## src/rtl/alu_pkg.sv

```systemverilog
// Shared encodings for the sequential ALU: opcodes, flag bit positions, FSM states.
// No logic; imported by alu_arith and alu_seq.
// No handshake; constants only.
package alu_pkg;

    typedef enum logic [2:0] {
        OP_ADD   = 3'd0,
        OP_SUB   = 3'd1,
        OP_ADC   = 3'd2,
        OP_SBC   = 3'd3,
        OP_AND   = 3'd4,
        OP_OR    = 3'd5,
        OP_XOR   = 3'd6,
        OP_SHIFT = 3'd7
    } op_e;

    localparam int FLAG_C = 3;
    localparam int FLAG_Z = 2;
    localparam int FLAG_N = 1;
    localparam int FLAG_V = 0;

    typedef enum logic {
        S_IDLE  = 1'b0,
        S_SHIFT = 1'b1
    } state_e;

endpackage

```

## src/rtl/alu_arith.sv

```systemverilog
// Combinational add/sub/logic datapath with carry and overflow; SHIFT passes a through.
// Zero latency.
// No backpressure; pure function of its inputs.
module alu_arith
    import alu_pkg::*;
#(
    parameter int WIDTH = 8
) (
    input  logic [WIDTH-1:0] i_a,
    input  logic [WIDTH-1:0] i_b,
    input  logic [2:0]       i_op,
    input  logic             i_cin,
    output logic [WIDTH-1:0] o_r,
    output logic             o_c,
    output logic             o_v
);

    logic [WIDTH-1:0] w_b_eff;
    logic             w_carry;
    logic [WIDTH:0]   w_sum;

    always_comb begin
        w_b_eff = i_b;
        w_carry = 1'b0;
        case (op_e'(i_op))
            OP_SUB: begin w_b_eff = ~i_b; w_carry = 1'b1;  end
            OP_ADC: begin                 w_carry = i_cin; end
            OP_SBC: begin w_b_eff = ~i_b; w_carry = i_cin; end
            default: ;
        endcase
        w_sum = {1'b0, i_a} + {1'b0, w_b_eff} + {{WIDTH{1'b0}}, w_carry};

        o_r = i_a;
        o_c = 1'b0;
        o_v = 1'b0;
        case (op_e'(i_op))
            OP_ADD, OP_SUB, OP_ADC, OP_SBC: begin
                o_r = w_sum[WIDTH-1:0];
                o_c = w_sum[WIDTH];
                // Signed overflow: operands agree in sign but the result does not.
                o_v = (i_a[WIDTH-1] == w_b_eff[WIDTH-1]) && (w_sum[WIDTH-1] != i_a[WIDTH-1]);
            end
            OP_AND: o_r = i_a & i_b;
            OP_OR:  o_r = i_a | i_b;
            OP_XOR: o_r = i_a ^ i_b;
            default: ;
        endcase
    end

endmodule

```

## src/rtl/alu_seq.sv

```systemverilog
// Sequential ALU: registered result, C/Z/N/V flag register, start/done handshake, gated bus drive.
// Latency: 1 cycle for non-shift ops; max(n,1) cycles for SHIFT by n.
// Backpressure: busy_o high during a multi-cycle shift; start_i is dropped while busy.
module alu_seq
    import alu_pkg::*;
#(
    parameter int WIDTH   = 8,
    parameter int SHAMT_W = $clog2(WIDTH)
) (
    input  logic             clk_i,
    input  logic             rstn_i,
    input  logic [WIDTH-1:0] a_i,
    input  logic [WIDTH-1:0] b_i,
    input  logic [2:0]       op_i,
    input  logic             start_i,
    input  logic             flag_we_i,
    input  logic             out_en_i,
    output logic             busy_o,
    output logic             done_o,
    output logic [WIDTH-1:0] bus_o,
    output logic [3:0]       flags_o
);

    state_e             r_state, w_state_nxt;
    logic [WIDTH-1:0]   r_result, w_res_nxt;
    logic [WIDTH-1:0]   r_shreg, w_shreg_nxt;
    logic [SHAMT_W-1:0] r_cnt, w_cnt_nxt;
    logic               r_dir, w_dir_nxt;
    logic               r_flag_we, w_fwe_nxt;
    logic               r_done;
    logic [3:0]         r_flags, w_flags_nxt;
    logic               w_complete, w_c_nxt, w_v_nxt;

    logic [WIDTH-1:0]   w_ar_r;
    logic               w_ar_c, w_ar_v;
    logic [SHAMT_W-1:0] w_amt;
    logic [WIDTH-1:0]   w_sh_src, w_sh_step;
    logic               w_sh_dir, w_sh_out;

    alu_arith #(.WIDTH(WIDTH)) u_arith (
        .i_a   (a_i),
        .i_b   (b_i),
        .i_op  (op_i),
        .i_cin (r_flags[FLAG_C]),
        .o_r   (w_ar_r),
        .o_c   (w_ar_c),
        .o_v   (w_ar_v)
    );

    // The accept edge performs the first shift step, so a shift by n ends after n edges.
    assign w_amt     = b_i[SHAMT_W-1:0];
    assign w_sh_src  = (r_state == S_SHIFT) ? r_shreg : a_i;
    assign w_sh_dir  = (r_state == S_SHIFT) ? r_dir   : b_i[WIDTH-1];
    assign w_sh_step = w_sh_dir ? {w_sh_src[WIDTH-2:0], 1'b0} : {1'b0, w_sh_src[WIDTH-1:1]};
    assign w_sh_out  = w_sh_dir ? w_sh_src[WIDTH-1] : w_sh_src[0];

    always_comb begin
        w_state_nxt = r_state;
        w_shreg_nxt = r_shreg;
        w_cnt_nxt   = r_cnt;
        w_dir_nxt   = r_dir;
        w_fwe_nxt   = r_flag_we;
        w_complete  = 1'b0;
        w_res_nxt   = r_result;
        w_c_nxt     = 1'b0;
        w_v_nxt     = 1'b0;
        case (r_state)
            S_IDLE: begin
                if (start_i) begin
                    w_fwe_nxt = flag_we_i;
                    if (op_i != OP_SHIFT) begin
                        w_complete = 1'b1;
                        w_res_nxt  = w_ar_r;
                        w_c_nxt    = w_ar_c;
                        w_v_nxt    = w_ar_v;
                    end else if (w_amt == '0) begin
                        w_complete = 1'b1;
                        w_res_nxt  = a_i;
                    end else if (w_amt == SHAMT_W'(1)) begin
                        w_complete = 1'b1;
                        w_res_nxt  = w_sh_step;
                        w_c_nxt    = w_sh_out;
                    end else begin
                        w_state_nxt = S_SHIFT;
                        w_shreg_nxt = w_sh_step;
                        w_cnt_nxt   = w_amt - SHAMT_W'(1);
                        w_dir_nxt   = b_i[WIDTH-1];
                    end
                end
            end
            S_SHIFT: begin
                w_shreg_nxt = w_sh_step;
                w_cnt_nxt   = r_cnt - SHAMT_W'(1);
                if (r_cnt == SHAMT_W'(1)) begin
                    w_complete  = 1'b1;
                    w_res_nxt   = w_sh_step;
                    w_c_nxt     = w_sh_out;
                    w_state_nxt = S_IDLE;
                end
            end
        endcase

        w_flags_nxt         = r_flags;
        w_flags_nxt[FLAG_C] = w_c_nxt;
        w_flags_nxt[FLAG_Z] = (w_res_nxt == '0);
        w_flags_nxt[FLAG_N] = w_res_nxt[WIDTH-1];
        w_flags_nxt[FLAG_V] = w_v_nxt;
    end

    always_ff @(posedge clk_i or negedge rstn_i) begin
        if (!rstn_i) begin
            r_state   <= S_IDLE;
            r_result  <= '0;
            r_shreg   <= '0;
            r_cnt     <= '0;
            r_dir     <= 1'b0;
            r_flag_we <= 1'b0;
            r_done    <= 1'b0;
            r_flags   <= '0;
        end else begin
            r_state   <= w_state_nxt;
            r_result  <= w_res_nxt;
            r_shreg   <= w_shreg_nxt;
            r_cnt     <= w_cnt_nxt;
            r_dir     <= w_dir_nxt;
            r_flag_we <= w_fwe_nxt;
            r_done    <= w_complete;
            if (w_complete && w_fwe_nxt) begin
                r_flags <= w_flags_nxt;
            end
        end
    end

    assign busy_o  = (r_state == S_SHIFT);
    assign done_o  = r_done;
    assign bus_o   = out_en_i ? r_result : '0;
    assign flags_o = r_flags;

endmodule

```

## config.mk

```make
export PLATFORM = sky130hd
export DESIGN_NAME = alu_seq
export DESIGN_NICKNAME = d
export VERILOG_FILES = /design/src/rtl/alu_pkg.sv /design/src/rtl/alu_arith.sv /design/src/rtl/alu_seq.sv
export SDC_FILE = /design/constraint.sdc
export NUM_CORES = 1
export LEC_CHECK = 0
export BUFFER_PORTS_ARGS = -buffer_cell sky130_fd_sc_hd__buf_2
export CORE_ASPECT_RATIO = 0.75
export CORE_MARGIN = 1
export CORE_UTILIZATION = 56
export DETAILED_ROUTE_END_ITERATION = 8
export GPL_ROUTABILITY_DRIVEN = 0
export PLACE_DENSITY = 0.78
export SLEW_MARGIN = 10
export SYNTH_ARGS = -nofsm -noshare
export SYNTH_HDL_FRONTEND = slang
export SYNTH_HIERARCHICAL = 1
export SYNTH_SLANG_ARGS = --single-unit
```

## constraint.sdc

```tcl
create_clock -name clk_i -period 6.8 [get_ports clk_i]
set_clock_uncertainty 0.05 [all_clocks]
set_input_delay 0.68 -clock clk_i [delete_from_list [all_inputs] [get_ports clk_i]]
set_output_delay 0.68 -clock clk_i [all_outputs]
set_load 0.01 [all_outputs]
```

==> summary.txt <==
Max Fclk -> 234 MHz
CTS Buf Count -> 3
final antenna diode count -> 0
internal power -> 461 uW
worst path required time -> 6.95 ns
Seq/Total Area, Yosys -> 0.231
vias per inst -> 6.15
Routed wire per std cell -> 16.6 um
Pwr Density -> 257 nW/um^2
Period minus WS final -> 4.27 ns
max_slew headroom -> 0.593
final wirelength -> 6.88 mm
drt pass-1 iters -> 5
total track usage -> 0.263
# fillers -> 451
crit end category -> register
Sink Count -> 27
RSZ-0062 raised after global routing -> false
FF-to-FF setup slack -> 3.29 ns
post-placement cell count -> 411
top cells by area, synth -> dfrtp_1 (23%), ha_1 (12%), mux2_2 (5.0%), mux2i_1 (4.5%), a21oi_1 (4.1%)
crit path cell chain -> buf_2 -> nand2b_1 -> xnor2_1 -> fa_1 -> a211oi_2 -> nor2_1 -> o41ai_2 -> xor2_1 -> o21ai_0 -> a221oi_2 -> o21ai_0 -> or4_1 -> o31ai_2
Mapped Nets -> 383
final non-filler cell total -> 415
total chip power -> 807 uW
CTS tree -> built
post-CTS setup buffer count -> 0
htree depth -> 1
Flop pwr share -> 0.361
Syn Std Cell Area -> 2920 um^2
clock-pin slew on the worst setup and hold paths -> 0.09 ns
Worst setup SP type -> input pin
Post-CTS Resized -> 0
most numerous cell in the Yosys netlist -> inv_1
Syn Inst Count -> 329
CP max-delay cell -> or4_1
HPWL Detailed -> 5.26 mm
fin nets -> 410
family with the most delay on the worst path -> compound AO/OA/AOI/OAI gates
Worst path max stage delay -> 0.51 ns
Buf/Inv on CP -> 1
clk_lat worst skew -> 0.28 ns
CTS Root Cell -> clkbuf_8
Crit Path Category -> input pin to register
Avg Inst Size Synth -> 8.88 um^2
antenna viol nets, final -> 0
Cell variety after synth -> 66
FF-to-FF Start -> flags_o[3]
Hold/Removal Path Class -> input pin to asynchronous set/reset pin
initial antenna violation count -> 0
synth cell count leaders -> inv_1 (29), ha_1 (28), dfrtp_1 (27), nand2_1 (27), a21oi_1 (24)
Final Core Density -> 0.633
DRC violations left -> 0
largest net degree at the start of global routing -> 44
first-pass GRT wire length -> 11.5 mm
worst slew pin tran -> 0.610 ns
setup TNS -> 0 ns
number of global-route vias before repair -> 2423
Stages on worst setup path -> 13
Main synth FF type -> dfrtp_1
MaxCap Viol Count -> 0
Synth top area share -> 0.231
layout cells sized above 1 -> 0.220
area delta synth->final -> 7.32%
Core Box Area -> 4950 um^2
clock buffer depth -> 2
register bit count reported by yosys -> 27
Ports -> 38
Die Y -> 64.6 um
Critical Path AT -> 4.41 ns
combinational group share of total power -> 0.525
final worst setup slack -> 2.53 ns
# hold bufs at CTS -> 0
Worst Reg-to-Reg Cells -> 12
status -> finished, final reports clean
quantity of I/O buffers inserted on ports -> 37
Via Count -> 2553
die area -> 5520 um^2
Die Span X -> 85.4 um
Switch Pwr -> 346 uW
Clk network pwr share -> 0.114
dpl ws -> 2.27 ns
Synth area leader -> dfrtp_1
FP Rows -> 22
final setup fails -> 0
max-slew violations -> 0
crit-path max FO -> 23
asr flop ratio synth -> 1.00
Worst path most repeated cell -> o21ai_0
Post-synth EDFFs -> 0
Initial Util -> 0.590
R2R Path End -> flags_o[2]
Leakage -> 0.00151 uW
Final Cycle Share -> 0.628
Sw Share -> 0.429
Iteration-0 DRC Markers -> 286
endpoints failing hold -> 0
Max VDD drop -> 0.177 mV
total grt overflow -> 0
yosys warns -> 6
==> power groups by stage <==
stage	combinational (uW)	clock, uW	sequential (uW)
after floorplan	337	0	275
after global placement	407	0	290
after detailed placement	419	0	293
after CTS	422	95.3	290
after global routing	473	102	300
final	424	91.9	291
==> layout by cell type, fill, tap and decap left out, types with 4 or more instances in the layout <==
cell / instances
nand3_1: 4
inv_1: 29
nor2_1: 15
xnor2_1: 11
and3_1: 5
buf_2: 37
dfrtp_1: 27
mux2_1: 4
ha_1: 28
o22ai_1: 4
a21o_1: 4
a211oi_1: 4
mux2_2: 13
nor3_1: 4
o21ai_0: 15
nand2_1: 27
nor2b_1: 4
mux2i_1: 13
a32oi_1: 5
and2_1: 8
a21oi_1: 24
nand2b_1: 6
xor2_1: 4
==> area by class of cell <==
| type | instances | area [um^2] | area share |
|---|---|---|---|
| Clock inverter | 1 | 5.00 | 0.00160 |
| Multi-Input combinational cell | 256 | 2030 | 0.648 |
| Inverter | 30 | 115 | 0.0367 |
| Sequential cell | 27 | 676 | 0.215 |
| Tap cell | 60 | 75.1 | 0.0239 |
| Timing Repair Buffer | 38 | 193 | 0.0614 |
| Clock buffer | 3 | 41.3 | 0.0132 |
==> routing by layer <==
metal / routed length, um / global-route usage / part of all wire / vias up
li1: - / - / - / 1229
met4: 104 / 0.0625 / 0.015 / 0
met5: 0 / 0 / 0 / -
met1: 3280 / 0.375 / 0.48 / 1227
met2: 3010 / 0.409 / 0.44 / 86
met3: 476 / 0.0548 / 0.069 / 11
==> logic make-up (layout without fill, tap and decap cells) <==
| kind of cell | count (synthesis) | after routing | synth area share |
|---|---|---|---|
| compound gates | 88 | 88 | 0.218 |
| xor+xnor | 15 | 15 | 0.0449 |
| fa+ha+maj | 30 | 30 | 0.134 |
| buf+inv | 46 | 72 | 0.0736 |
| flops | 27 | 27 | 0.231 |
| mux | 33 | 33 | 0.131 |
| simple gates | 90 | 90 | 0.168 |
==> registers in the layout, summed over array words and instances (netlist names) <==
signal and cells:
busy_o 1, r_shreg 8, flags_o 4, r_flag_we 1
r_cnt 3, done_o 1, r_dir 1, r_result 8
==> per-stage QoR <==
step / cell area, um^2 / hold WS (ns)
floorplan: 2920 / 0.334
global placement: 3090 / 0.405
global route: 3140 / 0.390
detailed placement: 3090 / 0.422
finish: 3140 / 0.347
CTS: 3140 / 0.361
==> how the worst max path moves through the flow <==
| stage | start | to | slack, ns |
|---|---|---|---|
| 6_report | op_i[2] | flags_o[2] | 2.53 |
| 5_1_grt | op_i[2] | flags_o[2] | 2.28 |
| 4_1_cts | op_i[2] | flags_o[2] | 2.56 |
| 3_5_place_dp | op_i[2] | flags_o[2] | 2.27 |
| 3_3_place_gp | op_i[2] | flags_o[2] | 2.41 |
| 2_1_floorplan | op_i[2] | flags_o[2] | 2.90 |
No activity file was read; power rests on OpenSTA's default activity.
